### config.mk
export PLATFORM = sky130hd
export DESIGN_NAME = shift_sequencer
export DESIGN_NICKNAME = d
export VERILOG_FILES = /design/src/rtl/shift_sequencer.sv
export SDC_FILE = /design/constraint.sdc
export NUM_CORES = 1
export LEC_CHECK = 0
export BUFFER_PORTS_ARGS = -buffer_cell sky130_fd_sc_hd__buf_4
export CAP_MARGIN = 20
export CORE_MARGIN = 2
export CORE_UTILIZATION = 30
export DETAILED_ROUTE_END_ITERATION = 10
export GPL_TIMING_DRIVEN = 0
export PLACE_DENSITY = 0.5
export REMOVE_ABC_BUFFERS = 1
export SYNTH_ARGS = -nofsm -noshare
export SYNTH_HDL_FRONTEND = slang
export SYNTH_SLANG_ARGS = --single-unit
### constraint.sdc
create_clock -name clk -period 2.2 [get_ports clk]
set_input_delay 0.11 -clock clk [delete_from_list [all_inputs] [get_ports clk]]
set_output_delay 0.11 -clock clk [all_outputs]
set_load 0.02 [all_outputs]
### src/rtl/shift_sequencer.sv
// Multi-cycle shift controller: stretches a 0-3 bit per-pass shifter to 0-7 bit
// shifts, with valid/ready handshakes on both the request and response sides.
module shift_sequencer #(
  parameter int unsigned WIDTH    = 4,
  parameter int unsigned AMT_W    = 3,
  parameter int unsigned MAX_STEP = 3
) (
  input  logic             clk,
  input  logic             rst_n,
  input  logic             req_valid,
  output logic             req_ready,
  input  logic [3:0]       req_op,
  input  logic [WIDTH-1:0] req_b,
  input  logic [AMT_W-1:0] req_amt,
  input  logic             req_cin,
  output logic             rsp_valid,
  input  logic             rsp_ready,
  output logic [WIDTH-1:0] rsp_data,
  output logic             rsp_lost,
  output logic             busy
);

  localparam int unsigned     STEP_W = 2;
  localparam int unsigned     OP_W   = 4;
  localparam logic [OP_W-1:0] OP_SRA = 4'b0101;
  localparam logic [WIDTH-1:0] ONES  = '1;

  typedef enum logic [1:0] {
    IDLE  = 2'd0,
    SHIFT = 2'd1,
    DONE  = 2'd2
  } state_t;

  state_t state, state_d;
  logic   ready_d, valid_d, busy_d;

  logic [WIDTH-1:0]   work, work_nxt;
  logic [WIDTH-1:0]   live, live_nxt;
  logic [AMT_W-1:0]   rem, rem_nxt;
  logic [OP_W-1:0]    op;
  logic               cin, lost, lost_pass;
  logic               accept;
  logic [STEP_W-1:0]  step;
  logic               fill_bit;
  logic [WIDTH-1:0]   fill_mask;
  logic [2*WIDTH-1:0] wide_w, wide_l;

  assign accept   = req_valid && (state == IDLE);
  assign rsp_data = work;
  assign rsp_lost = lost;

  // State register and registered handshake/status outputs
  always_ff @(posedge clk or negedge rst_n) begin
    if (!rst_n) begin
      state     <= IDLE;
      req_ready <= 1'b1;
      rsp_valid <= 1'b0;
      busy      <= 1'b0;
    end else begin
      state     <= state_d;
      req_ready <= ready_d;
      rsp_valid <= valid_d;
      busy      <= busy_d;
    end
  end

  // Next-state logic
  always_comb begin
    state_d = state;
    case (state)
      IDLE:    if (req_valid) state_d = (req_amt == '0) ? DONE : SHIFT;
      SHIFT:   if (rem_nxt == '0) state_d = DONE;
      DONE:    if (rsp_ready) state_d = IDLE;
      default: state_d = IDLE;
    endcase
  end

  // Output decode from the upcoming state, so outputs leave the flops directly
  always_comb begin
    ready_d = 1'b0;
    valid_d = 1'b0;
    busy_d  = 1'b0;
    ready_d = (state_d == IDLE);
    valid_d = (state_d == DONE);
    busy_d  = (state_d != IDLE);
  end

  // One shifter pass; live marks positions still holding original operand bits,
  // so fill bits and the replicated sign of an arithmetic shift never count as lost
  always_comb begin
    step      = (rem > AMT_W'(MAX_STEP)) ? STEP_W'(MAX_STEP) : rem[STEP_W-1:0];
    rem_nxt   = rem - AMT_W'(step);
    fill_bit  = (op == OP_SRA) ? work[WIDTH-1] : cin;
    wide_w    = '0;
    wide_l    = '0;
    fill_mask = '0;
    work_nxt  = work;
    live_nxt  = live;
    lost_pass = 1'b0;
    if (op[2]) begin
      wide_w    = {work, WIDTH'(0)} >> step;
      wide_l    = {live, WIDTH'(0)} >> step;
      fill_mask = ~(ONES >> step);
      work_nxt  = wide_w[2*WIDTH-1:WIDTH] | ({WIDTH{fill_bit}} & fill_mask);
      live_nxt  = wide_l[2*WIDTH-1:WIDTH];
      lost_pass = |(wide_w[WIDTH-1:0] & wide_l[WIDTH-1:0]);
    end else begin
      wide_w    = {WIDTH'(0), work} << step;
      wide_l    = {WIDTH'(0), live} << step;
      fill_mask = ~(ONES << step);
      work_nxt  = wide_w[WIDTH-1:0] | ({WIDTH{fill_bit}} & fill_mask);
      live_nxt  = wide_l[WIDTH-1:0];
      lost_pass = |(wide_w[2*WIDTH-1:WIDTH] & wide_l[2*WIDTH-1:WIDTH]);
    end
  end

  // Working registers: loaded on accept, advanced once per SHIFT cycle
  always_ff @(posedge clk or negedge rst_n) begin
    if (!rst_n) begin
      work <= '0;
      live <= '0;
      rem  <= '0;
      op   <= '0;
      cin  <= 1'b0;
      lost <= 1'b0;
    end else if (accept) begin
      work <= req_b;
      live <= (req_op == OP_SRA) ? {1'b0, {(WIDTH-1){1'b1}}} : ONES;
      rem  <= req_amt;
      op   <= req_op;
      cin  <= req_cin;
      lost <= 1'b0;
    end else if (state == SHIFT) begin
      work <= work_nxt;
      live <= live_nxt;
      rem  <= rem_nxt;
      lost <= lost | lost_pass;
    end
  end

endmodule
==> report_table.html <==
<table>
<tr><th>Metric</th><th>Value</th></tr>
<tr><th colspan="2">Status</th></tr>
<tr><td>Run status</td><td>finished clean</td></tr>
<tr><th colspan="2">Logic synthesis</th></tr>
<tr><td>Post-synthesis share of cell area spent on xor and xnor gates</td><td>0</td></tr>
<tr><td>Largest family of logic cells by synthesized area</td><td>compound AO/OA/AOI/OAI gates</td></tr>
<tr><td>Portion of netlist area occupied by mux cells</td><td>0.07905</td></tr>
<tr><td>Area fraction in compound gates after synthesis</td><td>0.2608</td></tr>
<tr><td>Gate count of the mapped netlist</td><td>178</td></tr>
<tr><td>Ys flop type</td><td>dfrtp_1</td></tr>
<tr><td>Average cell area after synthesis</td><td>8.625 µm²</td></tr>
<tr><td>Yosys warnings</td><td>0</td></tr>
<tr><td>Flip-flop and latch count after synthesis</td><td>22</td></tr>
<tr><td>Arithmetic-cell share of the synthesized area counting full adders, half adders and majority gates</td><td>0.008150</td></tr>
<tr><td>Post-Syn Area</td><td>1535 µm²</td></tr>
<tr><td>Distinct cell type count after synthesis</td><td>48</td></tr>
<tr><td>Seq/Total Area, Yosys</td><td>0.3594</td></tr>
<tr><td>Simple-gate portion of the synthesized area</td><td>0.2306</td></tr>
<tr><td>Post-synth EDFFs</td><td>0</td></tr>
<tr><td>Async SR Flop Fraction</td><td>1.000</td></tr>
<tr><th colspan="2">Pwr</th></tr>
<tr><td>Cell-internal power</td><td>0.001460 W</td></tr>
<tr><td>Final Total Pwr</td><td>0.002847 W</td></tr>
<tr><td>Total power per unit cell area</td><td>1589 nW/µm²</td></tr>
<tr><td>Part of the power in the clock network</td><td>0.107</td></tr>
<tr><td>Peak VDD IR</td><td>0.0006075 V</td></tr>
<tr><td>Sequential fraction of design power</td><td>0.368</td></tr>
<tr><td>Gate power share</td><td>0.525</td></tr>
<tr><td>Leakage component of the power</td><td>0.7185 nW</td></tr>
<tr><td>Net switching power</td><td>0.001387 W</td></tr>
<tr><td>Switching Share</td><td>0.4873</td></tr>
<tr><th colspan="2">Timing</th></tr>
<tr><td>Transition time at the pin with the least slew margin</td><td>0.6803 ns</td></tr>
<tr><td>Worst clock skew on the final layout</td><td>0.005632 ns</td></tr>
<tr><td>Total count of hold-check failures in the final report</td><td>0</td></tr>
<tr><td>Final number of max-transition violations</td><td>0</td></tr>
<tr><td>Unrepaired setup endpoints after global routing</td><td>false</td></tr>
<tr><td>Peak clock frequency supported by timing</td><td>481.6 MHz</td></tr>
<tr><td>Min cycle time layout</td><td>2.077 ns</td></tr>
<tr><td>Setup ws final</td><td>0.1234 ns</td></tr>
<tr><td>Final period util</td><td>0.9439</td></tr>
<tr><td>Number of setup violations in the final report</td><td>0</td></tr>
<tr><td>Normalized max-slew margin</td><td>0.5465</td></tr>
<tr><th colspan="2">Floorplanning</th></tr>
<tr><td>Die width</td><td>75.54 µm</td></tr>
<tr><td>Floorplan die area</td><td>5706 µm²</td></tr>
<tr><td>Die Ht</td><td>75.54 µm</td></tr>
<tr><td>Placeable core area</td><td>5010 µm²</td></tr>
<tr><td>Standard-cell row count</td><td>26</td></tr>
<tr><td>Initial Util</td><td>0.3064</td></tr>
<tr><td>I/O pins</td><td>24</td></tr>
<tr><th colspan="2">Worst hold path</th></tr>
<tr><td>Class of the tightest hold or removal check</td><td>input port to register</td></tr>
<tr><th colspan="2">Worst setup path</th></tr>
<tr><td>Kind of start point of the critical path</td><td>register</td></tr>
<tr><td>Data arrival time of the worst path</td><td>2.24 ns</td></tr>
<tr><td>Kind of capture point of the worst setup path</td><td>register</td></tr>
<tr><td>Worst Path Max Fanout</td><td>21</td></tr>
<tr><td>Crit Path Category</td><td>register to register</td></tr>
<tr><td>Required time of the worst setup path</td><td>2.36 ns</td></tr>
<tr><th colspan="2">Global route</th></tr>
<tr><td>Number of global-route vias before repair</td><td>1333</td></tr>
<tr><td>Overflow after GRT</td><td>0</td></tr>
<tr><td>Number of antenna violations at the first check in global routing</td><td>0</td></tr>
<tr><td>Global-route wire length before repair</td><td>6.706 mm</td></tr>
<tr><td>Maximum number of pins on one net before global-route repair</td><td>23</td></tr>
<tr><td>Total routing usage reported by global routing</td><td>0.1562</td></tr>
<tr><th colspan="2">Routing</th></tr>
<tr><td>Total wire length after detailed routing</td><td>4.111 mm</td></tr>
<tr><td>Antenna Violating Nets Remaining</td><td>0</td></tr>
<tr><td>Total DRC errors in the routed layout</td><td>0</td></tr>
<tr><td>Detail-routed net length per standard cell</td><td>15.63 µm</td></tr>
<tr><td>Count of TritonRoute iterations in the first routing pass</td><td>4</td></tr>
<tr><td>Detailed-route via count</td><td>1381</td></tr>
<tr><td>DRC violation total after the first TritonRoute iteration</td><td>38</td></tr>
<tr><td>Via/cell ratio</td><td>5.251</td></tr>
<tr><th colspan="2">Run</th></tr>
<tr><td>Max-cap viol count</td><td>0</td></tr>
<tr><th colspan="2">Clocking</th></tr>
<tr><td>Clock slew at reported path FFs</td><td>0.09 ns</td></tr>
<tr><td>Max Root-Sink Buffers</td><td>2</td></tr>
<tr><td>Number of sinks driven by the clock tree</td><td>22</td></tr>
<tr><td>CTS tree</td><td>yes</td></tr>
<tr><td>Buffers inserted during post-CTS setup optimization</td><td>0</td></tr>
<tr><td>Clock tree root driver cell</td><td>clkbuf_8</td></tr>
<tr><td>Number of levels in the clock H-tree</td><td>1</td></tr>
<tr><td>Num CTS Buffers</td><td>3</td></tr>
<tr><td>Later-pin clock latency in the skew report</td><td>0.27 ns</td></tr>
<tr><th colspan="2">Layout</th></tr>
<tr><td>Antenna Cells</td><td>0</td></tr>
<tr><td>Ratio of cells with drive above 1 in the final layout</td><td>0.1969</td></tr>
<tr><td>Count of nets after finishing</td><td>211</td></tr>
<tr><td>Seq. cell area</td><td>553.0 µm²</td></tr>
<tr><td>Commonest non-fill, non-tap cells in the layout</td><td>buf_4, dfrtp_1, nand2_1</td></tr>
<tr><td>Area used by multi-input combinational logic</td><td>894.6 µm²</td></tr>
<tr><td>Growth of design area from synthesis to finish</td><td>16.71%</td></tr>
<tr><td>Leading cell type in the layout, fill and taps excluded</td><td>buf_4</td></tr>
<tr><td>Number of filler instances in the final layout</td><td>561</td></tr>
<tr><th colspan="2">Placement</th></tr>
<tr><td>Global placer's final weighted congestion</td><td>0.8331</td></tr>
<tr><td>Port Buf Inserts</td><td>23</td></tr>
<tr><td>Worst-case setup slack after placement</td><td>-0.08680 ns</td></tr>
<tr><td>DP HPWL</td><td>2.864 mm</td></tr>
</table>
==> per-stage QoR <==
step	setup TNS (ns)	cell area, µm²	utilization	cells	hold slack (ns)
finish	0	1792	0.3576	263	0.04432
global route	0	1792	0.3576	263	0.04734
global placement	-0.1063	1719	0.3432	258	0.02393
CTS	0	1790	0.3574	263	0.04298
detailed placement	-0.1188	1719	0.3432	258	0.02362
floorplan	0	1459	-	165	-0.1856
==> worst max-delay path, stage by stage (launching register included) <==
cell	delay, ns
dfrtp_1	0.63
nor2_2	0.54
mux4_2	0.57
a21oi_1	0.15
nand2_1	0.07
==> flip-flops by register name, indices dropped and copies added, names as in the netlist, 2 cells and up <==
name	cells
rem	3
rsp_data	4
live	4
state	2
op	4
==> final timing paths <==
| kind | from | endpoint | slack, ns | cells after the start |
|---|---|---|---|---|
| setup / recovery | rem[2]$_DFFE_PN0P_ | live[3]$_DFFE_PN0P_ | 0.12 | 4 |
| hold / removal | req_op[2] | op[2]$_DFFE_PN0P_ | 0.04 | 3 |
| setup reg to reg | rem[2]$_DFFE_PN0P_ | live[3]$_DFFE_PN0P_ | 0.12 | 4 |
| hold reg to reg | op[1]$_DFFE_PN0P_ | op[1]$_DFFE_PN0P_ | 0.49 | 1 |
| max in group asynchronous | rst_n | req_ready$_DFF_PN1_ | 1.65 | 2 |
| min in group asynchronous | rst_n | live[0]$_DFFE_PN0P_ | 0.26 | 2 |
==> timing repair <==
action | CTS | global route
endpoints found under the hold margin | 21 | 0
resized for setup | 2 | 1
hold buffers | 1 | 0
endpoints found under the setup margin | 2 | 1
==> cells in the mapped netlist (all sizes together) (2+ instances only) <==
library cell / number / area share
a221o: 3 / 0.020
nor2: 14 / 0.036
mux2: 4 / 0.029
a211oi: 6 / 0.033
inv: 5 / 0.012
nand2b: 7 / 0.029
a31oi: 2 / 0.0081
nand3: 2 / 0.0065
nand2: 19 / 0.046
nor3b: 3 / 0.022
mux2i: 5 / 0.035
clkbuf: 2 / 0.0049
dfrtp: 21 / 0.34
o21ai: 15 / 0.049
a311oi: 3 / 0.017
a32oi: 2 / 0.011
a21oi: 15 / 0.049
buf: 11 / 0.045
nor3: 10 / 0.033
nor2b: 6 / 0.024
a22oi: 3 / 0.015
o22ai: 2 / 0.0081
==> final cells by class <==
type	instances	share of cell area
flip-flops and latches	22	0.3087
clock buffers	4	0.03073
repair buffers	24	0.1020
inverters	5	0.01047
multi-input cells	138	0.4993
well taps	70	0.04888
==> power by group through the flow <==
stage	registers [W]	logic, W	clock network [W]
after floorplan	0.000987	0.00104	0
after global placement	0.00104	0.00149	0
after detailed placement	0.00104	0.00149	0
after CTS	0.00103	0.00150	0.000309
after global routing	0.00109	0.00168	0.000329
final	0.00105	0.00149	0.000304
==> cells by family (layout without fill, tap and decap cells) <==
| family | Yosys count | in the layout |
|---|---|---|
| and+or+nand+nor | 67 | 67 |
| DFF | 22 | 22 |
| buffers and inverters | 18 | 33 |
| muxes | 10 | 10 |
| adders and majority gates | 1 | 1 |
| AOI/OAI and AO/OA | 60 | 60 |
==> metal layers <==
metal  global-route usage  up-vias  wire length [µm]
li1                     -      687                 -
met1               0.2288      661              2120
met2               0.2396       31              1832
met3              0.02778        2               135
met4              0.03704        0                23
met5                    0        -                 0
Note: power is estimated with default switching activity, not from simulation.
